--- src/rtl/junction_pkg.sv ---
// Shared encodings for the junction phase sequencer: phase codes and approach numbers.
package junction_pkg;

   localparam logic [1:0] ALL_RED = 2'd0;
   localparam logic [1:0] GREEN   = 2'd1;
   localparam logic [1:0] YELLOW  = 2'd2;

   typedef enum logic [1:0] {
      StAllRed = ALL_RED,
      StGreen  = GREEN,
      StYellow = YELLOW
   } phase_e;

   localparam logic [1:0] DIR_N = 2'd0;
   localparam logic [1:0] DIR_E = 2'd1;
   localparam logic [1:0] DIR_S = 2'd2;
   localparam logic [1:0] DIR_W = 2'd3;

endpackage

--- src/rtl/sec_tick_sync.sv ---
// Brings the 1 Hz square wave into the clk domain and emits a one-cycle pulse per rising edge.
module sec_tick_sync (
   input  logic clk,
   input  logic rst,
   input  logic sec_in,
   output logic tick
);

   logic sync1_q, sync2_q, prev_q;

   always_ff @(posedge clk) begin
      if (!rst) begin
         sync1_q <= 1'b0;
         sync2_q <= 1'b0;
         prev_q  <= 1'b0;
      end else begin
         sync1_q <= sec_in;
         sync2_q <= sync1_q;
         prev_q  <= sync2_q;
      end
   end

   // Pulse is live in the cycle after the second sync stage goes high, so the
   // consumer's state moves on the third clk edge after the sec_in rise.
   assign tick = sync2_q & ~prev_q;

endmodule

--- src/rtl/junction_phase_sequencer.sv ---
// Four-approach green/yellow/all-red sequencer paced by a 1 Hz tick.
// Optional emergency preemption is compiled in when PREEMPT_EN is defined.
module junction_phase_sequencer
   import junction_pkg::*;
#(
   parameter int unsigned GREEN_SEC  = 10,
   parameter int unsigned YELLOW_SEC = 3,
   parameter int unsigned ALLRED_SEC = 1,
   parameter int unsigned CNT_W      = 6
) (
   input  logic             clk,
   input  logic             rst,
   input  logic             sec_in,
   input  logic [3:0]       veh_req,
   output logic [3:0]       red,
   output logic [3:0]       yellow,
   output logic [3:0]       green,
   output logic [1:0]       active_dir,
   output logic [CNT_W-1:0] remaining
`ifdef PREEMPT_EN
   ,
   input  logic             preempt_valid,
   input  logic [1:0]       preempt_dir
`endif
);

   localparam logic [CNT_W-1:0] GreenLd  = CNT_W'(GREEN_SEC);
   localparam logic [CNT_W-1:0] YellowLd = CNT_W'(YELLOW_SEC);
   localparam logic [CNT_W-1:0] AllRedLd = CNT_W'(ALLRED_SEC);
   localparam logic [CNT_W-1:0] One      = CNT_W'(1);

   logic             tick;
   phase_e           state_q, state_d;
   logic [1:0]       dir_q, dir_d;
   logic [CNT_W-1:0] rem_q, rem_d;
   logic [3:0]       red_q, red_d, yellow_q, yellow_d, green_q, green_d;
   logic             hold, force_yellow;
   logic [1:0]       sel_dir;

   sec_tick_sync u_sec_tick_sync (
      .clk    (clk),
      .rst    (rst),
      .sec_in (sec_in),
      .tick   (tick)
   );

   // Lowest offset from cur+1 wins; offset 4 wraps to cur itself, so the
   // current approach is reached only when no other approach requests.
   function automatic logic [1:0] rr_next(input logic [1:0] cur, input logic [3:0] req);
      logic [1:0] cand;
      rr_next = cur + 2'd1;
      for (int i = 4; i >= 1; i--) begin
         cand = cur + 2'(i);
         if (req[cand]) rr_next = cand;
      end
   endfunction

   always_comb begin
`ifdef PREEMPT_EN
      hold         = preempt_valid && (state_q == StGreen) && (dir_q == preempt_dir);
      force_yellow = preempt_valid && (state_q == StGreen) && (dir_q != preempt_dir);
      sel_dir      = preempt_valid ? preempt_dir : rr_next(dir_q, veh_req);
`else
      hold         = 1'b0;
      force_yellow = 1'b0;
      sel_dir      = rr_next(dir_q, veh_req);
`endif
   end

   always_comb begin
      state_d = state_q;
      dir_d   = dir_q;
      rem_d   = rem_q;
      if (hold) begin
         rem_d = GreenLd;
      end else if (force_yellow) begin
         state_d = StYellow;
         rem_d   = YellowLd;
      end else if (tick) begin
         if (rem_q > One) begin
            rem_d = rem_q - One;
         end else begin
            unique case (state_q)
               StGreen: begin
                  state_d = StYellow;
                  rem_d   = YellowLd;
               end
               StYellow: begin
                  state_d = StAllRed;
                  rem_d   = AllRedLd;
               end
               StAllRed: begin
                  state_d = StGreen;
                  rem_d   = GreenLd;
                  dir_d   = sel_dir;
               end
               default: begin
                  state_d = StAllRed;
                  rem_d   = AllRedLd;
               end
            endcase
         end
      end
   end

   // Lamps are decoded from the next state so they change on the same edge.
   always_comb begin
      red_d    = 4'hF;
      yellow_d = 4'h0;
      green_d  = 4'h0;
      unique case (state_d)
         StGreen: begin
            red_d[dir_d]   = 1'b0;
            green_d[dir_d] = 1'b1;
         end
         StYellow: begin
            red_d[dir_d]    = 1'b0;
            yellow_d[dir_d] = 1'b1;
         end
         default: ;
      endcase
   end

   always_ff @(posedge clk) begin
      if (!rst) begin
         state_q  <= StAllRed;
         dir_q    <= DIR_W;
         rem_q    <= AllRedLd;
         red_q    <= 4'hF;
         yellow_q <= 4'h0;
         green_q  <= 4'h0;
      end else begin
         state_q  <= state_d;
         dir_q    <= dir_d;
         rem_q    <= rem_d;
         red_q    <= red_d;
         yellow_q <= yellow_d;
         green_q  <= green_d;
      end
   end

   assign red        = red_q;
   assign yellow     = yellow_q;
   assign green      = green_q;
   assign active_dir = dir_q;
   assign remaining  = rem_q;

endmodule

--- config.mk ---
export PLATFORM = sky130hd
export DESIGN_NAME = junction_phase_sequencer
export DESIGN_NICKNAME = d
export VERILOG_FILES = /design/src/rtl/junction_pkg.sv /design/src/rtl/sec_tick_sync.sv /design/src/rtl/junction_phase_sequencer.sv
export SDC_FILE = /design/constraint.sdc
export NUM_CORES = 1
export LEC_CHECK = 0
export BUFFER_PORTS_ARGS = -buffer_cell sky130_fd_sc_hd__buf_2
export CAP_MARGIN = 0
export CORE_UTILIZATION = 49
export CTS_BUF_LIST = sky130_fd_sc_hd__clkbuf_8
export DETAILED_ROUTE_END_ITERATION = 16
export GPL_TIMING_DRIVEN = 0
export PLACE_DENSITY_LB_ADDON = 0.05
export SLEW_MARGIN = 20
export SYNTH_ARGS = -nofsm -noshare
export SYNTH_HDL_FRONTEND = slang
export SYNTH_HIERARCHICAL = 1
export SYNTH_SLANG_ARGS = --single-unit
--- constraint.sdc ---
create_clock -name clk -period 1.9 [get_ports clk]
set_clock_uncertainty 0.05 [all_clocks]
set_input_delay 0.38 -clock clk [delete_from_list [all_inputs] [get_ports clk]]
set_output_delay 0.38 -clock clk [all_outputs]
set_load 0.005 [all_outputs]
# Yosys cells after proc, flatten, opt, wreduce, memory -nomap -nowiden
# Cells that the tools add are included.
[op_classes]
addsub = 4
magnitude_cmp = 7
eq_ne = 3
n_mux = 22
bitwise = 3
n_reduce_logical = 6
[ops]
columns = ["op", "count"]
rows = [
  ["$mux W2", 9],
  ["$lt A2 B3 Y1 const B", 5],
  ["$bmux W1 S2", 4],
  ["$pmux W4 S2", 1],
  ["$gt A6 B1 Y1 const B", 1],
  ["$mux W6", 1],
  ["$reduce_and A2 Y1", 3],
  ["$sub A6 B1 Y6 const B", 1],
  ["$mux W1", 5],
  ["$add A2 B2 Y2 const B", 2],
  ["$eq A2 B1 Y1 const B", 2],
  ["$not A4 Y4", 1],
  ["$pmux W2 S2", 1],
  ["$add A2 B1 Y2 const B", 1],
  ["$demux W1 S2", 1],
  ["$eq A2 B2 Y1 const B", 1],
  ["$ge A2 B1 Y1 const B", 1],
  ["$logic_not A2 Y1", 1],
  ["$reduce_or A2 Y1", 1],
  ["$and A1 B1 Y1", 1],
  ["$logic_and A1 B1 Y1", 1],
  ["$not A1 Y1", 1],
]
[totals]
regBits = 25
inputBits = 7
out_inout_bits = 20

# Logic depth before layout (Yosys ltp)
[depth]
ltp_word = 14
ltp_mapped = 10
depth_no_buf = 10

# By module
# The synthesis kept the hierarchy.
[modules_own_cells]
columns = ["module", "n_inst", "cells_each", "area_each_um2", "seq_area_each_um2"]
rows = [
  ["junction_phase_sequencer", 1, 110, 1028.5, 440.4],
  ["sec_tick_sync", 1, 7, 92.6, 60.1],
]

# Least setup slack after synthesis
# No wires, ideal clock.
[synth_timing]
path_kind = "register to register"
startpoint = "register rem_q[0], in the netlist remaining[0]"
endpoint = "register red_q[0], in the netlist red[0]"
setup_ns = 0.127
arrival_time_ns = 1.993
setup_slack_ns = -0.270
path_stages_with_launch = 9
n_path_buf = 0
path_cell_list = "dfxtp_1 inv_1 ha_1 o21ba_2 and4_1 a21oi_1 ha_1 nand2b_1 or3_1"
[synth_via]
elab_chain_cells = 8
word_cells_on_any_way = 15
cone_classes = "order compare (3); eq/ne (2); mux (6); bitwise (1); reduce/logical (3)"
[synth_lines]
columns = ["item", "line", "source"]
rows = [
  ["start: declaration", "junction_phase_sequencer.sv:35", "logic [CNT_W-1:0] rem_q, rem_d;"],
  ["start signal: assignment", "junction_phase_sequencer.sv:128", "rem_q <= AllRedLd;"],
  ["start signal: assignment", "junction_phase_sequencer.sv:135", "rem_q <= rem_d;"],
  ["$gt A6 B1 Y1 (*)", "junction_phase_sequencer.sv:80", "if (rem_q > One) begin"],
  ["$mux W2", "junction_phase_sequencer.sv:80", ""],
  ["$mux W2", "junction_phase_sequencer.sv:79", "end else if (tick) begin"],
  ["$lt A2 B3 Y1 (implied by the code) or $ge A2 B1 Y1 (tied branches)", "junction_phase_sequencer.sv:113, junction_phase_sequencer.sv:117", ""],
  ["$logic_and A1 B1 Y1 (implied by the code)", "junction_phase_sequencer.sv:113, junction_phase_sequencer.sv:117", ""],
  ["$mux W1 (implied by the code)", "junction_phase_sequencer.sv:113, junction_phase_sequencer.sv:117", ""],
  ["$demux W1 S2", "junction_phase_sequencer.sv:113, junction_phase_sequencer.sv:117", ""],
  ["$not A4 Y4 (no line)", "-", ""],
  ["end signal: assignment", "junction_phase_sequencer.sv:136", "red_q <= red_d;"],
  ["end: declaration", "junction_phase_sequencer.sv:36", "logic [3:0] red_q, red_d, yellow_q, yellow_d, green_q, green_d;"],
]
# Every way passes the cells marked *; elsewhere a longest branch is shown, timed or not.
# A chain may end at the register's enable or synchronous reset.

# Final worst setup path
[layout_timing]
startpoint = "register rem_q[1], in the netlist remaining[1]"
endpoint = "register red_q[0], in the netlist red[0]"
[layout_via]
word_cells_on_any_way = 15
cone_classes = "order compare (3); eq/ne (2); mux (6); bitwise (1); reduce/logical (3)"
[layout_rtl]
columns = ["item", "line", "source"]
rows = [
  ["$gt A6 B1 Y1 (*)", "junction_phase_sequencer.sv:80", ""],
  ["$mux W2 (*)", "junction_phase_sequencer.sv:80", ""],
  ["$mux W2 (*)", "junction_phase_sequencer.sv:79", ""],
  ["via state_d[1]", "junction_phase_sequencer.sv:33", "phase_e state_q, state_d;"],
  ["$eq A2 B1 Y1 or $eq A2 B2 Y1 (tied branches)", "junction_phase_sequencer.sv:111", "unique case (state_d)"],
  ["$reduce_or A2 Y1 (no line) (*)", "-", ""],
  ["$reduce_and A2 Y1 (no line) (*)", "-", ""],
]
# The timed path passes the listed nets; every way through them passes the cells marked *.

==> summary by stage <==
Status
The flow ran to the end, but the final reports show violations. The final reports fail on negative setup slack.

Placement
The weighted congestion at the end of routability-driven global placement is 0.802. Timing analysis after detailed placement gives a worst setup slack of -185 ps. The total of buffers placed on input and output ports is 26. The placed instances occupy a cell area of between 0.001 and 0.0015 sq mm.

Once detailed placement completed, the half-perimeter wirelength came to around 1500 microns.

Synth
In the synthesized netlist the dominant register cell turns out to be sky130_fd_sc_hd__dfxtp_1. The number of nets handed over by synthesis was 128. Of the synthesized area, sequential elements account for 44.6%. The total number of yosys warnings is 6. Synthesis produced a netlist whose cell count is 117. The post-synthesis instance area is 0.00112 sq mm.

After synthesis the netlist holds a flip-flop and latch count of 25. After synthesis, the mean cell area works out to 9.58 sq um. The number of synthesized flops with an enable pin is 0.

The share of synthesized registers carrying an async set or reset is 0%. The distinct cell type count after synthesis is 39.

Finish
The area growth from synthesis to layout is 37.4%. The post-route cell area is between 0.0015 and 0.002 sq mm. The number of fill cells is around 150. In the layout the commonest cells are sky130_fd_sc_hd__buf_2, sky130_fd_sc_hd__dfxtp_1, sky130_fd_sc_hd__nor2_1. The leading cell type in the layout, fill and taps excluded is sky130_fd_sc_hd__buf_2.

The fraction of layout cells with a size suffix above 1 is 43.2%. The layout net count is approximately 170. The repair_antennas step left the layout with diodes totalling 0.

Critical path
The number of buffer and inverter instances along the worst setup path is 1. The gate family responsible for the most delay along the worst path is simple AND/OR/NAND/NOR gates. The cell that appears most often on the critical path is sky130_fd_sc_hd__ha_4. The nature of the critical path endpoint is a register. The worst-path cell with the longest stage delay is sky130_fd_sc_hd__dfxtp_4.

The critical path in this run is classified as register to register. STA puts the critical path data arrival time at 2120 ps. Walking the worst path, the cells encountered are inv_4, ha_4, o21ba_4, nand3_4, nor3b_2, a21o_1, ha_4, nand2b_4, or3_4. The maximum cell stage delay along the critical path is 360 ps. The maximum fanout count along the critical path is 4. STA puts the critical path data required time at 2000 ps. The element type at the critical path start is a register.

STA
After layout, the worst path uses 106% of the clock period. The final-report hold violation count is 0. The final count of negative-setup-slack endpoints is 9. For this run, the top clock speed supported by timing is 495 MHz. Hold timing on the final database bottoms out at a slack of 265 ps.

At the pin with the least slew margin, the transition time is 370 ps. Setup repair after global routing could not meet its margin everywhere. The clock period minus final worst setup slack is 2020 ps. In this run the tightest slew margin relative to its limit is ~75%. The max-slew violation count is 0.

The setup total negative slack is -324 ps. Across all setup checks in the final design, the least slack found is -120 ps.

Clocking
The source-to-sink clock delay at the later pin of the worst-skew pair is 270 ps. The root buffer cell chosen for the clock tree is sky130_fd_sc_hd__clkbuf_8. The clock passes through at most 2 buffers. The clock-pin slew on the worst setup and hold paths is 90 ps.

The clock net in this run drives a total of 25 sinks. The number of levels the H-tree was split into is 1. TritonCTS built the clock tree. TritonCTS created 3 clock buffers.

Global route
The number of antenna violations at the first check in global routing is 0. The final global-route overflow total is 0. Entering global routing, the biggest net connects 14 pins.

The number of global-route vias before repair was ~880. The first global-routing pass estimated 3910 microns of wire. The total global-route track usage is 20.7%.

Routing
Across all layers, the routed design uses 961 vias. The total wirelength of the detailed-routed design is 2300 microns. The residual antenna-violating net count after detailed routing is 0.

The mean routed wirelength per cell is 12.7 microns. The first-pass iteration count of the detailed router is 4. After detailed routing, the number of remaining DRC violations is 0.

The number of design-rule violations left by the first detailed-router iteration is 17. The average vias per placed instance is 5.28.

Power and ir drop
The analysis attributes to cell leakage a power of between 0.6 and 0.7 nW. The power density normalized to cell area is 679 mW/mm^2. The worst vdd rail ir drop is 0.714 mV.

Floorplan
The starting density of the core is 54.4%. The floorplan step defined a die boundary enclosing ~0.0025 sq mm. The floorplan step set the die width to 49.8 microns. The vertical die dimension is 49.8 microns. 27 I/O pins were placed.

In this run the core area contains 16 standard-cell rows. The floorplan core area is 0.00206 sq mm.

Flow run
The tool flagged a number of max-cap violations equal to 0.

Hold path
The class of the worst hold path is input port to register.
==> worst register-to-register path, stage by stage (launching register included) <==
cell,delay (ps)
sky130_fd_sc_hd__dfxtp_4,360
sky130_fd_sc_hd__inv_4,70
sky130_fd_sc_hd__ha_4,120
sky130_fd_sc_hd__o21ba_4,180
sky130_fd_sc_hd__nand3_4,90
sky130_fd_sc_hd__nor3b_2,190
sky130_fd_sc_hd__a21o_1,160
sky130_fd_sc_hd__ha_4,220
sky130_fd_sc_hd__nand2b_4,130
sky130_fd_sc_hd__or3_4,320
==> power breakdown <==
group | total, mW | internal (mW) | switching [mW]
Combinational | 0.189 | 0.0917 | 0.0972
Clock | 0.306 | 0.144 | 0.161
Sequential | 0.551 | 0.536 | 0.0145
==> Yosys cell counts, types with 2 or more instances <==
master / count / area share [%]
sky130_fd_sc_hd__nand2_1: 9 / 3.0
sky130_fd_sc_hd__or3_1: 2 / 1.1
sky130_fd_sc_hd__nand2b_1: 3 / 1.7
sky130_fd_sc_hd__nor3_1: 7 / 3.1
sky130_fd_sc_hd__inv_1: 7 / 2.3
sky130_fd_sc_hd__mux2i_1: 4 / 3.6
sky130_fd_sc_hd__ha_1: 4 / 4.5
sky130_fd_sc_hd__dfxtp_1: 25 / 45
sky130_fd_sc_hd__a21oi_1: 6 / 2.7
sky130_fd_sc_hd__o21ai_0: 2 / 0.89
sky130_fd_sc_hd__nor3b_2: 4 / 4.5
sky130_fd_sc_hd__and2_1: 4 / 2.2
sky130_fd_sc_hd__nand3_1: 3 / 1.3
sky130_fd_sc_hd__nor2_1: 12 / 4.0
==> area by class of cell <==
cell class                 instances  area [sq um]  share of cell area (%)
clock inverter                     1          3.75                   0.244
inverter                           7          31.3                    2.03
timing repair buffer              36           221                    14.4
clock buffer                       3          41.3                    2.68
buffer                             1          7.51                   0.487
multi-input combinational         82           693                    45.0
sequential                        25           508                    33.0
tap                               27          33.8                    2.19
==> metrics by stage <==
step	cells	total power, mW	util, %
after floorplan	117	0.669	-
after global placement	170	0.706	65.5
after detailed placement	170	0.711	65.5
after CTS	181	1.04	74.0
after global routing	182	1.09	74.7
final	182	1.05	74.7
==> sequential cells by signal (all words and copies together) (netlist names) <==
signal	flops
green	4
u_sec_tick_sync/prev_q	1
yellow	4
u_sec_tick_sync/sync2_q	1
u_sec_tick_sync/sync1_q	1
remaining	6
state_q	2
red	4
active_dir	2
==> routing by layer <==
layer | track usage [%] | vias to the layer above | part of all wire, %
met2 | 35.4 | 27 | 51
met5 | 0 | - | 0
met4 | 5.71 | 0 | 0.48
met3 | 4.63 | 2 | 3.9
li1 | - | 482 | -
met1 | 26.0 | 450 | 45
==> cell families (layout without fill, tap and decap cells) <==
kind of cell             after synthesis  count (layout)  share of synthesized area (%)
adder cells (fa/ha/maj)                4               4                           4.46
XOR/XNOR                               1               1                          0.781
AND/OR/NAND/NOR                       54              54                           29.5
multiplexers                           4               4                           3.57
AO/OA/AOI/OAI                         19              19                           12.7
buffers and inverters                 10              48                           4.35
flip-flops                            25              25                           44.6
==> what timing repair did <==
action / 4_1_cts / 5_1_grt
setup buffers: 9 / 1
endpoints found under the hold margin: 0 / 0
pin swaps: 7 / 6
hold buffers: 0 / 0
endpoints found under the setup margin: 12 / 11
gates resized for setup: 9 / 2
==> final timing paths <==
kind	slack, ps	end	cells after the start	from
max	-120	red[0]	9	remaining[1]
min	260	u_sec_tick_sync/sync1_q	2	sec_in
max reg2reg	-120	red[0]	9	remaining[1]
min reg2reg	390	u_sec_tick_sync/sync2_q	1	u_sec_tick_sync/sync1_q
Power figures use the tool's default switching activity.
